File: config.mk
export PLATFORM = sky130hd
export DESIGN_NAME = pin_monitor
export DESIGN_NICKNAME = d
export VERILOG_FILES = /design/src/rtl/pin_monitor_pkg.sv /design/src/rtl/pin_debounce.sv /design/src/rtl/pin_monitor.sv
export SDC_FILE = /design/constraint.sdc
export NUM_CORES = 1
export LEC_CHECK = 0
export CELL_PAD_IN_SITES_DETAIL_PLACEMENT = 1
export CELL_PAD_IN_SITES_GLOBAL_PLACEMENT = 2
export CORE_ASPECT_RATIO = 1.4
export CORE_MARGIN = 5
export CORE_UTILIZATION = 30
export CTS_CLUSTER_DIAMETER = 80
export DETAILED_ROUTE_END_ITERATION = 10
export GPL_TIMING_DRIVEN = 0
export HOLD_SLACK_MARGIN = 0.15
export PLACE_DENSITY = 0.72
export SYNTH_ARGS = -nofsm -noshare
export SYNTH_HDL_FRONTEND = slang
export SYNTH_SLANG_ARGS = --single-unit
File: constraint.sdc
create_clock -name clk -period 2.5 [get_ports clk]
set_input_delay 0.375 -clock clk [delete_from_list [all_inputs] [get_ports clk]]
set_output_delay 0.375 -clock clk [all_outputs]
set_load 0.02 [all_outputs]
File: src/rtl/pin_monitor_pkg.sv
// Shared definitions for the pin monitor: phase-tracking FSM states and
// default parameter values used by pin_debounce and pin_monitor.
package pin_monitor_pkg;

    localparam int SYNC_STAGES_DEF = 2;
    localparam int DEBOUNCE_DEF    = 16;
    localparam int CNT_W_DEF       = 32;

    typedef enum logic [1:0] {
        ST_IDLE = 2'd0,
        ST_HIGH = 2'd1,
        ST_LOW  = 2'd2
    } phase_state_t;

endpackage

File: src/rtl/pin_debounce.sv
// Synchronizes an asynchronous pin into the clk domain and debounces it:
// the output level only follows the sample after DEBOUNCE consecutive differing cycles.
module pin_debounce
    import pin_monitor_pkg::*;
#(
    parameter int SYNC_STAGES = SYNC_STAGES_DEF,
    parameter int DEBOUNCE    = DEBOUNCE_DEF
) (
    input  logic clk,
    input  logic rst_n,
    input  logic pin_in,
    output logic level
);

    localparam int              DCW     = (DEBOUNCE > 1) ? $clog2(DEBOUNCE) : 1;
    localparam logic [DCW-1:0]  DB_LAST = DCW'(DEBOUNCE - 1);

    logic [SYNC_STAGES-1:0] r_sync;
    logic [DCW-1:0]         r_cnt;
    logic                   r_level;
    logic                   w_sample;
    logic                   w_differs;

    assign w_sample  = r_sync[SYNC_STAGES-1];
    assign w_differs = (w_sample != r_level);
    assign level     = r_level;

    // Pulled-up line idles high, so the chain resets to all ones.
    always_ff @(posedge clk or negedge rst_n) begin
        if (!rst_n) begin
            r_sync <= '1;
        end else begin
            r_sync <= {r_sync[SYNC_STAGES-2:0], pin_in};
        end
    end

    always_ff @(posedge clk or negedge rst_n) begin
        if (!rst_n) begin
            r_cnt   <= '0;
            r_level <= 1'b1;
        end else if (!w_differs) begin
            r_cnt <= '0;
        end else if (r_cnt == DB_LAST) begin
            r_level <= ~r_level;
            r_cnt   <= '0;
        end else begin
            r_cnt <= r_cnt + 1'b1;
        end
    end

endmodule

File: src/rtl/pin_monitor.sv
// Pin monitor top: debounced level, edge strobes, high/low phase measurement
// and a valid/ready handoff of each completed period with sticky overrun.
module pin_monitor
    import pin_monitor_pkg::*;
#(
    parameter int SYNC_STAGES = SYNC_STAGES_DEF,
    parameter int DEBOUNCE    = DEBOUNCE_DEF,
    parameter int CNT_W       = CNT_W_DEF
) (
    input  logic             clk,
    input  logic             rst_n,
    input  logic             pin_in,
    output logic             level,
    output logic             rise_pulse,
    output logic             fall_pulse,
    output logic [CNT_W-1:0] high_count,
    output logic [CNT_W-1:0] low_count,
    output logic             meas_valid,
    input  logic             meas_ready,
    output logic             overrun,
    input  logic             overrun_clr
);

    phase_state_t     r_state;
    phase_state_t     w_stateNext;
    logic             w_level;
    logic             r_levelPrev;
    logic             w_rise;
    logic             w_fall;
    logic             w_latchHigh;
    logic             w_capture;
    logic             w_drop;
    logic [CNT_W-1:0] r_phaseCnt;
    logic [CNT_W-1:0] r_highLen;
    logic             r_highValid;
    logic [CNT_W-1:0] r_highCount;
    logic [CNT_W-1:0] r_lowCount;
    logic             r_measValid;
    logic             r_overrun;

    pin_debounce #(
        .SYNC_STAGES (SYNC_STAGES),
        .DEBOUNCE    (DEBOUNCE)
    ) u_debounce (
        .clk    (clk),
        .rst_n  (rst_n),
        .pin_in (pin_in),
        .level  (w_level)
    );

    // Strobes are combinational so they coincide with the first cycle of the new level.
    assign w_rise = w_level & ~r_levelPrev;
    assign w_fall = ~w_level & r_levelPrev;
    assign w_drop = w_capture & r_measValid & ~meas_ready;

    assign level      = w_level;
    assign rise_pulse = w_rise;
    assign fall_pulse = w_fall;
    assign high_count = r_highCount;
    assign low_count  = r_lowCount;
    assign meas_valid = r_measValid;
    assign overrun    = r_overrun;

    always_ff @(posedge clk or negedge rst_n) begin
        if (!rst_n) begin
            r_levelPrev <= 1'b1;
            r_state     <= ST_IDLE;
        end else begin
            r_levelPrev <= w_level;
            r_state     <= w_stateNext;
        end
    end

    always_comb begin
        w_stateNext = r_state;
        w_latchHigh = 1'b0;
        w_capture   = 1'b0;
        case (r_state)
            ST_IDLE: begin
                if (w_fall) w_stateNext = ST_LOW;
            end
            ST_HIGH: begin
                if (w_fall) begin
                    w_stateNext = ST_LOW;
                    w_latchHigh = 1'b1;
                end
            end
            ST_LOW: begin
                if (w_rise) begin
                    w_stateNext = ST_HIGH;
                    w_capture   = r_highValid;
                end
            end
            default: w_stateNext = ST_IDLE;
        endcase
    end

    // The edge cycle itself counts as cycle 1 of the new phase, so at the next
    // edge the counter holds the full length of the phase that just ended.
    always_ff @(posedge clk or negedge rst_n) begin
        if (!rst_n) begin
            r_phaseCnt <= '0;
        end else if (w_rise || w_fall) begin
            r_phaseCnt <= CNT_W'(1);
        end else if (r_phaseCnt != '1) begin
            r_phaseCnt <= r_phaseCnt + 1'b1;
        end
    end

    always_ff @(posedge clk or negedge rst_n) begin
        if (!rst_n) begin
            r_highLen   <= '0;
            r_highValid <= 1'b0;
        end else if (w_latchHigh) begin
            r_highLen   <= r_phaseCnt;
            r_highValid <= 1'b1;
        end
    end

    always_ff @(posedge clk or negedge rst_n) begin
        if (!rst_n) begin
            r_highCount <= '0;
            r_lowCount  <= '0;
            r_measValid <= 1'b0;
        end else if (w_capture && !w_drop) begin
            r_highCount <= r_highLen;
            r_lowCount  <= r_phaseCnt;
            r_measValid <= 1'b1;
        end else if (meas_ready) begin
            r_measValid <= 1'b0;
        end
    end

    always_ff @(posedge clk or negedge rst_n) begin
        if (!rst_n) begin
            r_overrun <= 1'b0;
        end else if (w_drop) begin
            r_overrun <= 1'b1;
        end else if (overrun_clr) begin
            r_overrun <= 1'b0;
        end
    end

endmodule

==> impl_metrics.toml <==
[status]
status = "complete, no violations"

[detailed_routing]
drtIter0Drc = 177
antenna_left = 0
drt-vias-per-instance = 4.91
drt-wirelength-per-cell_um = 18.3
wl_um = 14800
drt-pass1-iter-count = 4
drc_errors = 0
num_vias = 3980

[clock_tree]
cts_buffers = 17
cts.path.max_buffers = 2
cts_tree = "done"
clk_pin_slew_ps = 50
root_buffer = "clkbuf_16"
cts.sinks = 141
clock_latency_ps = 420
htree_levels = 4

[finish]
nets = 555
finalInstanceArea_um2 = 7590
drive_gt1_share_pct = 27.4
n_antenna_cell = 0
area_delta_synth_final_pct = 27.8
n_fill_cell = 2113

[worst_hold_path]
hp-class = "reg2reg"

[power]
power.density_nw_per_um2 = 646
ir_worst_vdd_v = 0.000457
leakage_nw = 3.49

[timing]
hold_viol_final = 0
tns_ps = 0
rsz0062_at_grt = "false"
worst_pin_slew_ps = 738
final.period_utilization_pct = 93.0
fmax_mhz = 430
finalSetupViolations = 0
period_minus_slack_ps = 2330
skew_ps = 7.69
finalMaxSlewViolations = 0
slew_headroom_pct = 50.8

[synth]
syn_nets = 458
synth_edf_count = 0
async_flop_share_pct = 100
ys_warn_count = 0
synth_area_um2 = 5940
syn-instance-count = 449
ys_ff_latch = 141
postSynthAreaPerCell_um2 = 13.2
synth-seq-area-share_pct = 59.5
synthFlopType = "dfrtp_1"
synth.distinct_cells = 44

[placement]
place.gp.congestion = 0.797
dpl.hpwl_um = 10400
postPlaceCellArea_um2 = 7010
port_buffers = 73

[die]
core_area_um2 = 19700
io-pin-count = 74
fp.dieW_um = 129
dieArea_um2 = 22700
std_cell_rows = 61
start_util_pct = 30.2
die-height_um = 176

[worst_setup_path]
critPathLaunchType = "register"
crit_start = "u_debounce.level$_DFFE_PN1P_"
critPathCaptureType = "register"
crit_type = "reg2reg"
r2r_setup_slack_ps = 170
timing.rr.start = "u_debounce.level$_DFFE_PN1P_"
cp.arrival_ps = 2630
reg2reg_to = "r_highLen[6]$_DFFE_PN0P_"
setup.worst_path.end = "r_highLen[6]$_DFFE_PN0P_"
cp_max_fo = 10
ff2ff_path_depth = 5
worstPathRequired_ps = 2800

[global_route]
grt_pass1_vias = 4429
grt_pass1_wl_um = 24200
grt-ovfl-total = 0
grtUsageTotal_pct = 13.7
grt_start_max_net_pins = 76
antenna_found_initial = 0

[flow_run]
maxCapViolCount = 0
==> Yosys cell counts (2+ instances only) <==
master,number,area share (%)
nor2_1,9,0.57
mux2_2,97,18
o21ai_0,16,1.3
nor3_1,4,0.34
or3_1,13,1.4
and3_1,5,0.53
dfstp_2,4,1.8
and4_1,5,0.74
inv_1,7,0.44
xnor2_1,4,0.59
a31oi_1,2,0.21
mux2i_1,7,1.2
a21oi_1,19,1.6
o31ai_1,4,0.51
nor4_4,2,0.72
nand2_1,25,1.6
nand4_4,2,0.72
dfrtp_1,137,58
nand2b_1,11,1.2
buf_2,7,0.59
xor2_1,2,0.30
o21a_1,2,0.25
or4_1,4,0.51
clkbuf_1,10,0.63
nor2b_1,3,0.32
buf_6,3,0.57
nor4_1,2,0.21
nand4_1,9,0.95
ha_1,4,0.84
nand3_1,16,1.3
==> stage by stage <==
stage	total power, mW	hold slack [ps]	setup WS [ps]	utilization, %	cells
final	4.90	355	175	38.5	810
after floorplan	2.56	79.4	158	-	449
after global placement	2.67	348	-4500	35.5	774
after CTS	4.98	354	22.0	38.3	807
after global routing	5.12	358	46.1	38.5	810
after detailed placement	2.70	348	-224	35.6	775
==> layout make-up <==
class	count	area, um2	share of cell area [%]
Clock inverter	7	40.0	0.528
Sequential cell	141	3530	46.6
Inverter	7	26.3	0.346
Buffer	21	141	1.86
Clock buffer	24	482	6.35
Multi-Input combinational cell	280	2260	29.7
Timing Repair Buffer	78	792	10.4
Tap cell	252	315	4.16
==> layer usage <==
metal / part of all wire (%) / global-route usage (%)
met5: 0 / 0
met4: 2.4 / 5.78
met3: 3.4 / 3.57
met2: 53 / 24.2
met1: 41 / 15.5
==> cells in the final DEF (no fill, tap or decap), types with 5 or more instances in the layout <==
cell type / n
dfrtp_1: 137
mux2_2: 97
clkdlybuf4s50_1: 72
nand2_1: 25
a21oi_1: 19
clkbuf_16: 17
nand3_1: 16
o21ai_0: 16
or3_1: 13
clkbuf_1: 12
nand2b_1: 11
nor2_1: 9
nand4_1: 9
inv_1: 7
mux2i_1: 7
clkbuf_4: 6
and4_1: 5
and3_1: 5
clkinv_2: 5
==> critical path: stages (launching register included) <==
cell and delay [ps]:
dfstp_2 580, inv_1 60, ha_1 230, nand3b_1 300, clkbuf_1 610, mux2_2 420
==> worst min path at each step <==
| stage | from | to | slack, ps | cells after the start |
|---|---|---|---|---|
| finish | u_debounce.r_sync[0]$_DFF_PN1_ | u_debounce.r_sync[1]$_DFF_PN1_ | 360 | 0 |
| global route | u_debounce.r_sync[0]$_DFF_PN1_ | u_debounce.r_sync[1]$_DFF_PN1_ | 360 | 0 |
| CTS | pin_in | u_debounce.r_sync[0]$_DFF_PN1_ | 350 | 1 |
| detailed placement | u_debounce.r_sync[0]$_DFF_PN1_ | u_debounce.r_sync[1]$_DFF_PN1_ | 350 | 0 |
| global placement | u_debounce.r_sync[0]$_DFF_PN1_ | u_debounce.r_sync[1]$_DFF_PN1_ | 350 | 0 |
| floorplan | rst_n | high_count[0]$_DFFE_PN0P_ | 80 | 0 |
==> state kept, by name (all words and copies together) (netlist names) <==
signal             cells
high_count            32
low_count             32
meas_valid             1
overrun                1
r_highLen             32
r_highValid            1
r_levelPrev            1
r_phaseCnt            32
r_state                2
u_debounce.level       1
u_debounce.r_cnt       4
u_debounce.r_sync      2
==> cells by family (layout without fill, tap and decap cells) <==
| kind of cell | after synthesis | after routing | share of synthesized area (%) |
|---|---|---|---|
| AOI/OAI and AO/OA | 49 | 49 | 4.74 |
| xor gates and xnor gates | 6 | 6 | 0.885 |
| adders and majority gates | 4 | 4 | 0.843 |
| buffers and inverters | 28 | 137 | 2.49 |
| DFF | 141 | 141 | 59.5 |
| muxes | 104 | 104 | 19.6 |
| and+or+nand+nor | 117 | 117 | 12.0 |
==> timing repair <==
action	4_1_cts	5_1_grt
buffers inserted	0	3
pin swaps	0	1
gates resized for setup	1	12
endpoints found under the setup margin	60	74
endpoints found under the hold margin	74	0
hold buffers	1	0
==> where the power goes <==
group / internal [mW] / switching [mW]
combinational: 0.0730 / 0.168
sequential: 2.33 / 0.0791
clock: 1.33 / 0.914
total: 3.74 / 1.16
No activity file was read; power rests on OpenSTA's default activity.
